`config.mk`:
```
export PLATFORM = sky130hd
export DESIGN_NAME = riscv_writeback
export DESIGN_NICKNAME = d
export VERILOG_FILES = /design/src/rtl/riscv_pkg.sv /design/src/rtl/riscv_load_align.sv /design/src/rtl/riscv_writeback.sv
export SDC_FILE = /design/constraint.sdc
export NUM_CORES = 1
export LEC_CHECK = 0
export CORE_MARGIN = 1
export CORE_UTILIZATION = 65
export CTS_CLUSTER_SIZE = 10
export DETAILED_ROUTE_END_ITERATION = 7
export DONT_BUFFER_PORTS = 1
export PLACE_DENSITY = 0.79
export RECOVER_POWER = 100
export SLEW_MARGIN = 20
export SYNTH_ARGS = -nofsm -noshare
export SYNTH_HDL_FRONTEND = slang
export SYNTH_SLANG_ARGS = --single-unit
```
`constraint.sdc`:
```
create_clock -name clk_in -period 3 [get_ports clk_in]
set_clock_uncertainty 0.05 [all_clocks]
set_input_delay 0.15 -clock clk_in [delete_from_list [all_inputs] [get_ports clk_in]]
set_output_delay 0.15 -clock clk_in [all_outputs]
set_load 0.02 [all_outputs]
```
`src/rtl/riscv_pkg.sv`:
```
// Shared definitions for the writeback stage: load funct3 encodings and the
// outstanding-load FIFO entry layout.
package riscv_pkg;

    localparam logic [2:0] F3_LB  = 3'b000;
    localparam logic [2:0] F3_LH  = 3'b001;
    localparam logic [2:0] F3_LW  = 3'b010;
    localparam logic [2:0] F3_LBU = 3'b100;
    localparam logic [2:0] F3_LHU = 3'b101;

    typedef struct packed {
        logic [4:0] rd;
        logic [2:0] funct3;
        logic [1:0] offset;
    } ld_entry_t;

    // One-hot register mask; x0 is hardwired so it never shows as pending.
    function automatic logic [31:0] rd_onehot(input logic [4:0] rd);
        logic [31:0] mask;
        mask     = 32'd1 << rd;
        mask[0]  = 1'b0;
        return mask;
    endfunction

endpackage

```
`src/rtl/riscv_load_align.sv`:
```
// Combinational load data alignment: selects the byte/halfword lane from the
// raw memory word and sign- or zero-extends it to 32 bits.
module riscv_load_align
    import riscv_pkg::*;
(
    input  logic [2:0]  funct3,
    input  logic [1:0]  offset,
    input  logic [31:0] rdata,
    output logic [31:0] data,
    output logic        illegal
);

    logic [7:0]  byte_sel;
    logic [15:0] half_sel;

    always_comb begin
        case (offset)
            2'd0:    byte_sel = rdata[7:0];
            2'd1:    byte_sel = rdata[15:8];
            2'd2:    byte_sel = rdata[23:16];
            default: byte_sel = rdata[31:24];
        endcase
        // Halfword lane uses offset[1] only; a misaligned offset[0] is dropped.
        half_sel = offset[1] ? rdata[31:16] : rdata[15:0];
    end

    always_comb begin
        data    = '0;
        illegal = 1'b0;
        case (funct3)
            F3_LB:   data = {{24{byte_sel[7]}}, byte_sel};
            F3_LBU:  data = {24'd0, byte_sel};
            F3_LH:   data = {{16{half_sel[15]}}, half_sel};
            F3_LHU:  data = {16'd0, half_sel};
            F3_LW:   data = rdata;
            default: illegal = 1'b1;
        endcase
    end

endmodule

```
`src/rtl/riscv_writeback.sv`:
```
// Writeback stage: arbitrates execute results against in-order load responses
// onto the single register-file write port and tracks pending load targets.
module riscv_writeback
    import riscv_pkg::*;
#(
    parameter int unsigned LD_DEPTH = 2
) (
    input  logic        clk_in,
    input  logic        rst_in,
    input  logic        exe_valid_in,
    output logic        exe_ready_out,
    input  logic [4:0]  exe_rd_in,
    input  logic [31:0] exe_data_in,
    input  logic        ld_issue_valid_in,
    output logic        ld_issue_ready_out,
    input  logic [4:0]  ld_rd_in,
    input  logic [2:0]  ld_funct3_in,
    input  logic [1:0]  ld_offset_in,
    input  logic        mem_rvalid_in,
    input  logic [31:0] mem_rdata_in,
    output logic        rf_we_out,
    output logic [4:0]  rf_rd_out,
    output logic [31:0] rf_wd_out,
    output logic [31:0] pending_out,
    output logic        protocol_err_out
);

    localparam int PW = $clog2(LD_DEPTH);

    // Handshakes: a transfer happens on a rising edge where valid && ready.
    // Execute holds its result while exe_ready_out is low; ld_issue_ready_out
    // depends only on FIFO state; memory responses are never back-pressured.

    ld_entry_t   fifo [LD_DEPTH];
    logic [PW:0] head;
    logic [PW:0] tail;
    logic [PW:0] count;
    logic        empty;
    logic        full;
    logic        push;
    logic        pop;
    logic        exe_accept;
    ld_entry_t   head_entry;
    logic [31:0] align_data;
    logic        align_illegal;
    logic [PW-1:0] rel;

    assign empty = (head == tail);
    assign full  = (head[PW] != tail[PW]) && (head[PW-1:0] == tail[PW-1:0]);
    assign count = tail - head;

    assign ld_issue_ready_out = !full;
    assign exe_ready_out      = !mem_rvalid_in;

    assign push       = ld_issue_valid_in && !full;
    assign pop        = mem_rvalid_in && !empty;
    assign exe_accept = exe_valid_in && !mem_rvalid_in;

    assign head_entry = fifo[head[PW-1:0]];

    riscv_load_align u_align (
        .funct3  (head_entry.funct3),
        .offset  (head_entry.offset),
        .rdata   (mem_rdata_in),
        .data    (align_data),
        .illegal (align_illegal)
    );

    // A slot is live when its distance from head is below the occupancy.
    always_comb begin
        pending_out = '0;
        rel         = '0;
        for (int i = 0; i < LD_DEPTH; i++) begin
            rel = PW'(i) - head[PW-1:0];
            if ({1'b0, rel} < count) begin
                pending_out = pending_out | rd_onehot(fifo[i].rd);
            end
        end
    end

    always_ff @(posedge clk_in) begin
        if (push) begin
            fifo[tail[PW-1:0]] <= '{rd: ld_rd_in, funct3: ld_funct3_in, offset: ld_offset_in};
        end
    end

    always_ff @(posedge clk_in) begin
        if (rst_in) begin
            head <= '0;
            tail <= '0;
        end else begin
            if (push) tail <= tail + 1'b1;
            if (pop)  head <= head + 1'b1;
        end
    end

    // Memory responses win the port; an orphan response is flagged and dropped.
    always_ff @(posedge clk_in) begin
        if (rst_in) begin
            rf_we_out        <= 1'b0;
            rf_rd_out        <= '0;
            rf_wd_out        <= '0;
            protocol_err_out <= 1'b0;
        end else begin
            rf_we_out <= 1'b0;
            if (pop) begin
                rf_we_out <= (head_entry.rd != 5'd0);
                rf_rd_out <= head_entry.rd;
                rf_wd_out <= align_illegal ? 32'd0 : align_data;
                if (align_illegal) protocol_err_out <= 1'b1;
            end else if (mem_rvalid_in) begin
                protocol_err_out <= 1'b1;
            end else if (exe_accept) begin
                rf_we_out <= (exe_rd_in != 5'd0);
                rf_rd_out <= exe_rd_in;
                rf_wd_out <= exe_data_in;
            end
        end
    end

endmodule

```
; After elaboration in Yosys (flattened, before gate mapping)
; Memories as Yosys holds them, arrays and structs flattened. A register that Yosys moved wholly into a read port is not among the register bits.
; Cells that the tools add are included.
[word_totals]
register_bits = 43
mem_bits_rw = 20
inputBits = 84
memories = 1
[classes]
addsub = 5
n_lt_le_gt_ge = 2
eq_ne = 11
shift = 2
muxes = 22
bitwise = 1
reduce_logical = 16
[memory_table]
columns = name, depth, word_bits, rd, rd_ports_with_merged_regs, wr, line_no
row1 = fifo, 2, 10, 3, 1, 1, riscv_writeback.sv:34  ; ld_entry_t fifo [LD_DEPTH];
[ops]
columns = cell, count
row1 = $mux 32, 6
row2 = $pmux 32 s5, 1
row3 = $shl 1x5->32 const A, 2
row4 = $or 32x32->32, 1
row5 = $pmux 8 s3, 1
row6 = $mux 16, 1
row7 = $mux 5, 3
row8 = $mux 1, 10
row9 = $reduce_bool 5->1, 2
row10 = $eq 3x3->1 const B, 2
row11 = $reduce_or 5->1, 1
row12 = $add 2x1->2 const B, 2
row13 = $logic_and 1x1->1, 4
row14 = $lt 1x2->1, 2
row15 = $reduce_and 2->1, 2
row16 = $reduce_bool 2->1, 2
row17 = $eq 3x1->1 const B, 1
row18 = $eq 3x2->1 const B, 1
row19 = $logic_not 1->1, 3
row20 = $logic_not 3->1, 1
row21 = $eq 2x1->1 const B, 1
row22 = $eq 2x2->1, 1
row23 = $eq 2x2->1 const B, 1
row24 = $logic_not 2->1, 1
row25 = other kinds (6), 7

; Logic depth before layout (Yosys ltp)
[logic_depth]
ltp_word = 6
mapped_depth = 8
ltp_nobuf = 6

; By module
; Synthesis repeated with hierarchy kept, for this count alone.
[hier_totals]
cells_unflattened = 487
area_unflattened_um2 = 4097.7
[modules_own_cells]
columns = mod, instances, cells_per_inst, area_per_inst_um2, seq_area_each_um2
row1 = riscv_writeback, 1, 350, 3135.5, 1481.4
row2 = riscv_load_align, 1, 137, 962.2, 0.0

; Worst setup path after synthesis
; No wires, ideal clock.
[synth_path]
kind = register -> output
start = register tail[0]
end = output pending_out[22]
arrival_time_ns = 1.847
t_required_ns = 2.800
path_slack_ns = 0.953
stages_incl_launch_ff = 7
path_buffers = 0
cell_sequence = dfxtp_1 -> inv_1 -> ha_1 -> xor2_1 -> nor2b_1 -> or3b_2 -> o22ai_1
[synth_between]
elab_chain_cells = 5
[synth_lines]
columns = item, line_no
row1 = from (decl), riscv_writeback.sv:36  ; logic [PW:0] tail;
row2 = from (signal assigned), riscv_writeback.sv:92  ; if (push) tail <= tail + 1'b1;
row3 = $sub 2x2->2 *, riscv_writeback.sv:50  ; assign count = tail - head;
row4 = $lt 1x2->1, riscv_writeback.sv:75  ; if ({1'b0, rel} < count) begin
row5 = $mux 32, riscv_writeback.sv:75
row6 = $or 32x32->32, riscv_writeback.sv:76  ; pending_out = pending_out | rd_onehot(fifo[i].rd);
row7 = $mux 32 *, riscv_writeback.sv:75
row8 = to (decl), riscv_writeback.sv:24  ; output logic [31:0] pending_out,
; Every way passes the cells marked *; elsewhere a longest branch is shown, timed or not.

; Final worst setup path
[layout_path]
start = register head[0]
end = register rf_rd_out[2]
[layout_between]
elab_chain_cells = 5
[layout_lines]
columns = item, line_no
row1 = from (decl), riscv_writeback.sv:35  ; logic [PW:0] head;
row2 = from (signal assigned), riscv_writeback.sv:93  ; if (pop) head <= head + 1'b1;
row3 = $eq 2x2->1 *, riscv_writeback.sv:48  ; assign empty = (head == tail);
row4 = $logic_not 1->1 *, riscv_writeback.sv:56  ; assign pop = mem_rvalid_in && !empty;
row5 = $logic_and 1x1->1 *, riscv_writeback.sv:56
row6 = $ne 2x1->1 (no source line) / $reduce_bool 2->1 (equally long branches), -
row7 = $reduce_and 2->1 (no source line), -
row8 = to (signal assigned), riscv_writeback.sv:108  ; rf_rd_out <= head_entry.rd;
row9 = to (signal assigned), riscv_writeback.sv:115  ; rf_rd_out <= exe_rd_in;
row10 = to (decl), riscv_writeback.sv:22  ; output logic [4:0] rf_rd_out,
; Marked as above.
; A chain may end at the register's enable or synchronous reset.

==> load_flow_metrics.sql <==
INSERT INTO impl_metrics (metric_group, metric, value, unit) VALUES
('finish', 'fill_cells', '448', ''),
('finish', 'synthToLayoutAreaGrowth', '12.3', '%'),
('critical_path', 'crit_path_cell_trace', 'inv_1 -> ha_1 -> nand2_1 -> nand2_2 -> buf_4 -> nor2_1 -> a311oi_1 -> dlygate4sd3_1', ''),
('clocking', 'cts.reportedPaths.clkPinSlew', '0.08', 'ns'),
('status', 'run_status', 'finished, violations left', ''),
('critical_path', 'endpoint_class_of_the_critical_path', 'flip-flop', ''),
('routing', 'topRoutingLayerUsed', 'met4', ''),
('clocking', 'clkLatencyLatePin', '0.34', 'ns'),
('synth', 'yosysSeqAreaShare', '37.4', '%'),
('floorplanning', 'die_w', '80.1', 'um'),
('synth', 'synth_most_common_cell', 'nor2_1', ''),
('critical_path', 'reg2reg_to', 'rf_rd_out[2]', ''),
('routing', 'detailroute.wirelength.met3', '1.45', 'mm'),
('power_and_ir_drop', 'p_int', '2210', 'uW'),
('sta', 'tns', '0', 'ns'),
('synth', 'yosysTopAreaCellShare', '22.2', '%'),
('power_and_ir_drop', 'power.leakage', '0.00152', 'uW'),
('sta', 'slew_violations', '0', ''),
('routing', 'remaining_drc_errors', '0', ''),
('routing', 'm1WireLength', '4.54', 'mm'),
('synth', 'synth_area_per_cell', '8.84', 'um^2'),
('synth', 'synth.distinct_cells', '55', ''),
('synth', 'mappedNetlistNets', '535', ''),
('floorplanning', 'io_pins', '157', ''),
('critical_path', 'worst_setup_path_endpoint', 'rf_rd_out[2]', ''),
('floorplanning', 'coreArea', '5890', 'um^2'),
('floorplanning', 'die_area', '6410', 'um^2'),
('status', 'violated_checks', 'negative hold slack', ''),
('critical_path', 'worst_ep_arrival_time', '2.98', 'ns'),
('sta', 'rsz0062_at_grt', 'no', ''),
('finish', 'share_of_cells_above_drive_strength_1', '8.92', '%'),
('routing', 'drt-total-wl', '11.8', 'mm'),
('critical_path', 'worstSetupStartpoint', 'head[0]', ''),
('clocking', 'ctsHtreeMaxLevel', '3', ''),
('sta', 'timing_worst_slew_pin_value', '1.08', 'ns'),
('sta', 'hold_ws', '-0.00106', 'ns'),
('sta', 'worst_slack', '0.263', 'ns'),
('critical_path', 'critical_path_class', 'reg -> reg', ''),
('floorplanning', 'rows', '28', ''),
('floorplanning', 'start_util', '67.3', '%'),
('synth', 'synth_commonest_cells', 'nor2_1, dfxtp_1, a221oi_1', ''),
('finish', 'antenna_cells', '0', ''),
('critical_path', 'worstPathMaxFanout', '33', ''),
('critical_path', 'critical_path_s_largest_stage_delay', '0.57', 'ns'),
('power_and_ir_drop', 'p_sw', '1750', 'uW'),
('clocking', 'clock_buffer_count_from_cts', '9', ''),
('flow_run', 'drv_cap', '0', ''),
('routing', 'drt-pass1-iter-count', '5', ''),
('routing', 'vias', '3980', ''),
('clocking', 'tritoncts', 'yes', ''),
('clocking', 'postCtsHoldBufs', '30', ''),
('sta', 'achievable_clock_frequency', '365', 'MHz'),
('routing', 'dr_wl_met2', '5.49', 'mm'),
('grt', 'grt_remaining_overflow', '0', ''),
('sta', 'number_of_failing_hold_endpoints_at_the_final_stage', '1', ''),
('routing', 'drt-vias-per-instance', '7.29', ''),
('grt', 'grt_antenna_before_repair', '0', ''),
('placed_design', 'post-place-ws', '0.402', 'ns'),
('grt', 'first_global_vias', '3508', ''),
('sta', 'finalSetupViolations', '0', ''),
('sta', 'slew_headroom', '28.0', '%'),
('critical_path', 'rrSetupSlack', '0.26', 'ns'),
('routing', 'post_drt_wl_per_cell', '21.5', 'um'),
('power_and_ir_drop', 'swShare', '44.1', '%'),
('critical_path', 'crit-reg2reg-launch', 'head[0]', ''),
('synth', 'synth.area.top_cells', 'dfxtp_1, edfxtp_1, a221oi_1, nor2_1, o22ai_1', ''),
('sta', 'post-route-min-period', '2.74', 'ns'),
('synth', 'synth_warnings', '0', ''),
('power_and_ir_drop', 'power_density', '891', 'nW/um^2'),
('power_and_ir_drop', 'power.sequential.fraction', '40.2', '%'),
('placed_design', 'dpl.hpwl', '7.96', 'mm');
==> through the flow <==
| step | hold WS, ns | area (um^2) | instances | total power, uW |
|---|---|---|---|---|
| after floorplan | 0.172 | 3960 | 448 | 2850 |
| after CTS | 0.00268 | 4520 | 546 | 4000 |
| after global routing | 0.0271 | 4450 | 546 | 4180 |
| after detailed placement | 0.172 | 4000 | 500 | 3180 |
| final | -0.00106 | 4450 | 546 | 3960 |
| after global placement | 0.170 | 4000 | 500 | 3120 |
==> power groups by stage <==
stage               registers, uW  logic, uW  clock network [uW]
detailed placement           1600       1580                   0
floorplan                    1520       1330                   0
finish                       1590       1580                 787
CTS                          1580       1620                 792
global route                 1620       1730                 834
global placement             1590       1520                   0
==> kinds of logic after synthesis <==
family	synth area share [%]
flops	37.4
compound gates	33.4
other cells	0.0946
xor+xnor	1.33
buf+inv	4.20
simple gates	18.8
fa+ha+maj	0.947
mux	3.85
==> layout make-up <==
| cell class | count | area (um^2) | share of cell area, % |
|---|---|---|---|
| tap | 75 | 93.8 | 2.11 |
| timing repair buffer | 40 | 367 | 8.24 |
| sequential | 64 | 1480 | 33.3 |
| clock inverter | 3 | 17.5 | 0.394 |
| inverter | 4 | 15.0 | 0.338 |
| multi-input combinational | 347 | 2270 | 51.1 |
| clock buffer | 13 | 203 | 4.56 |
==> worst min-delay path by stage <==
stage               cells past startpoint       endpoint        startpoint
floorplan                               1   rf_rd_out[0]            rst_in
global placement                        1      rf_we_out            rst_in
detailed placement                      1      rf_we_out            rst_in
CTS                                     2  rf_wd_out[31]  mem_rdata_in[31]
global route                            2  rf_wd_out[26]  mem_rdata_in[26]
finish                                  2  rf_wd_out[25]  mem_rdata_in[25]
==> worst max-delay path, delay by kind of cell, from the launching register on <==
family | cells | cell delay (ns)
flip-flops | 1 | 0.42
adder cells (fa/ha/maj) | 1 | 0.33
buffers and inverters | 3 | 1.00
AO/OA/AOI/OAI | 1 | 0.23
AND/OR/NAND/NOR | 3 | 0.67
==> placed cells by master (no fill, tap or decap), types with 3 or more instances in the layout <==
cell type      instances
a311oi_1               5
nor2b_1                9
ha_1                   3
a211oi_1               5
nand2b_1              18
clkbuf_16              3
nand3b_1               5
or3b_2                 4
edfxtp_1              20
a21oi_1               21
clkbuf_8               9
a221oi_1              45
o21bai_1              24
o2111ai_1              7
nand3_1                3
or3_1                  5
buf_4                  7
a211o_1                7
xnor2_1                4
dlygate4sd3_1         30
o22ai_1               32
mux2i_1                9
nand2_1               29
nor2_1                70
inv_1                  4
dfxtp_1               44
o21ai_0               12
==> metal layers <==
metal / up-vias / GRT usage [%]
li1: 1767 / -
met1: 1883 / 48.7
met2: 298 / 56.4
met3: 32 / 9.89
met4: 0 / 13.8
met5: - / 0
==> state kept, by name, summed over array words and instances, names as in the netlist, named ones only <==
signal,flops
tail,2
protocol_err_out,1
rf_rd_out,5
head,2
rf_wd_out,32
rf_we_out,1
fifo,20
(Power assumes the default switching activity.)
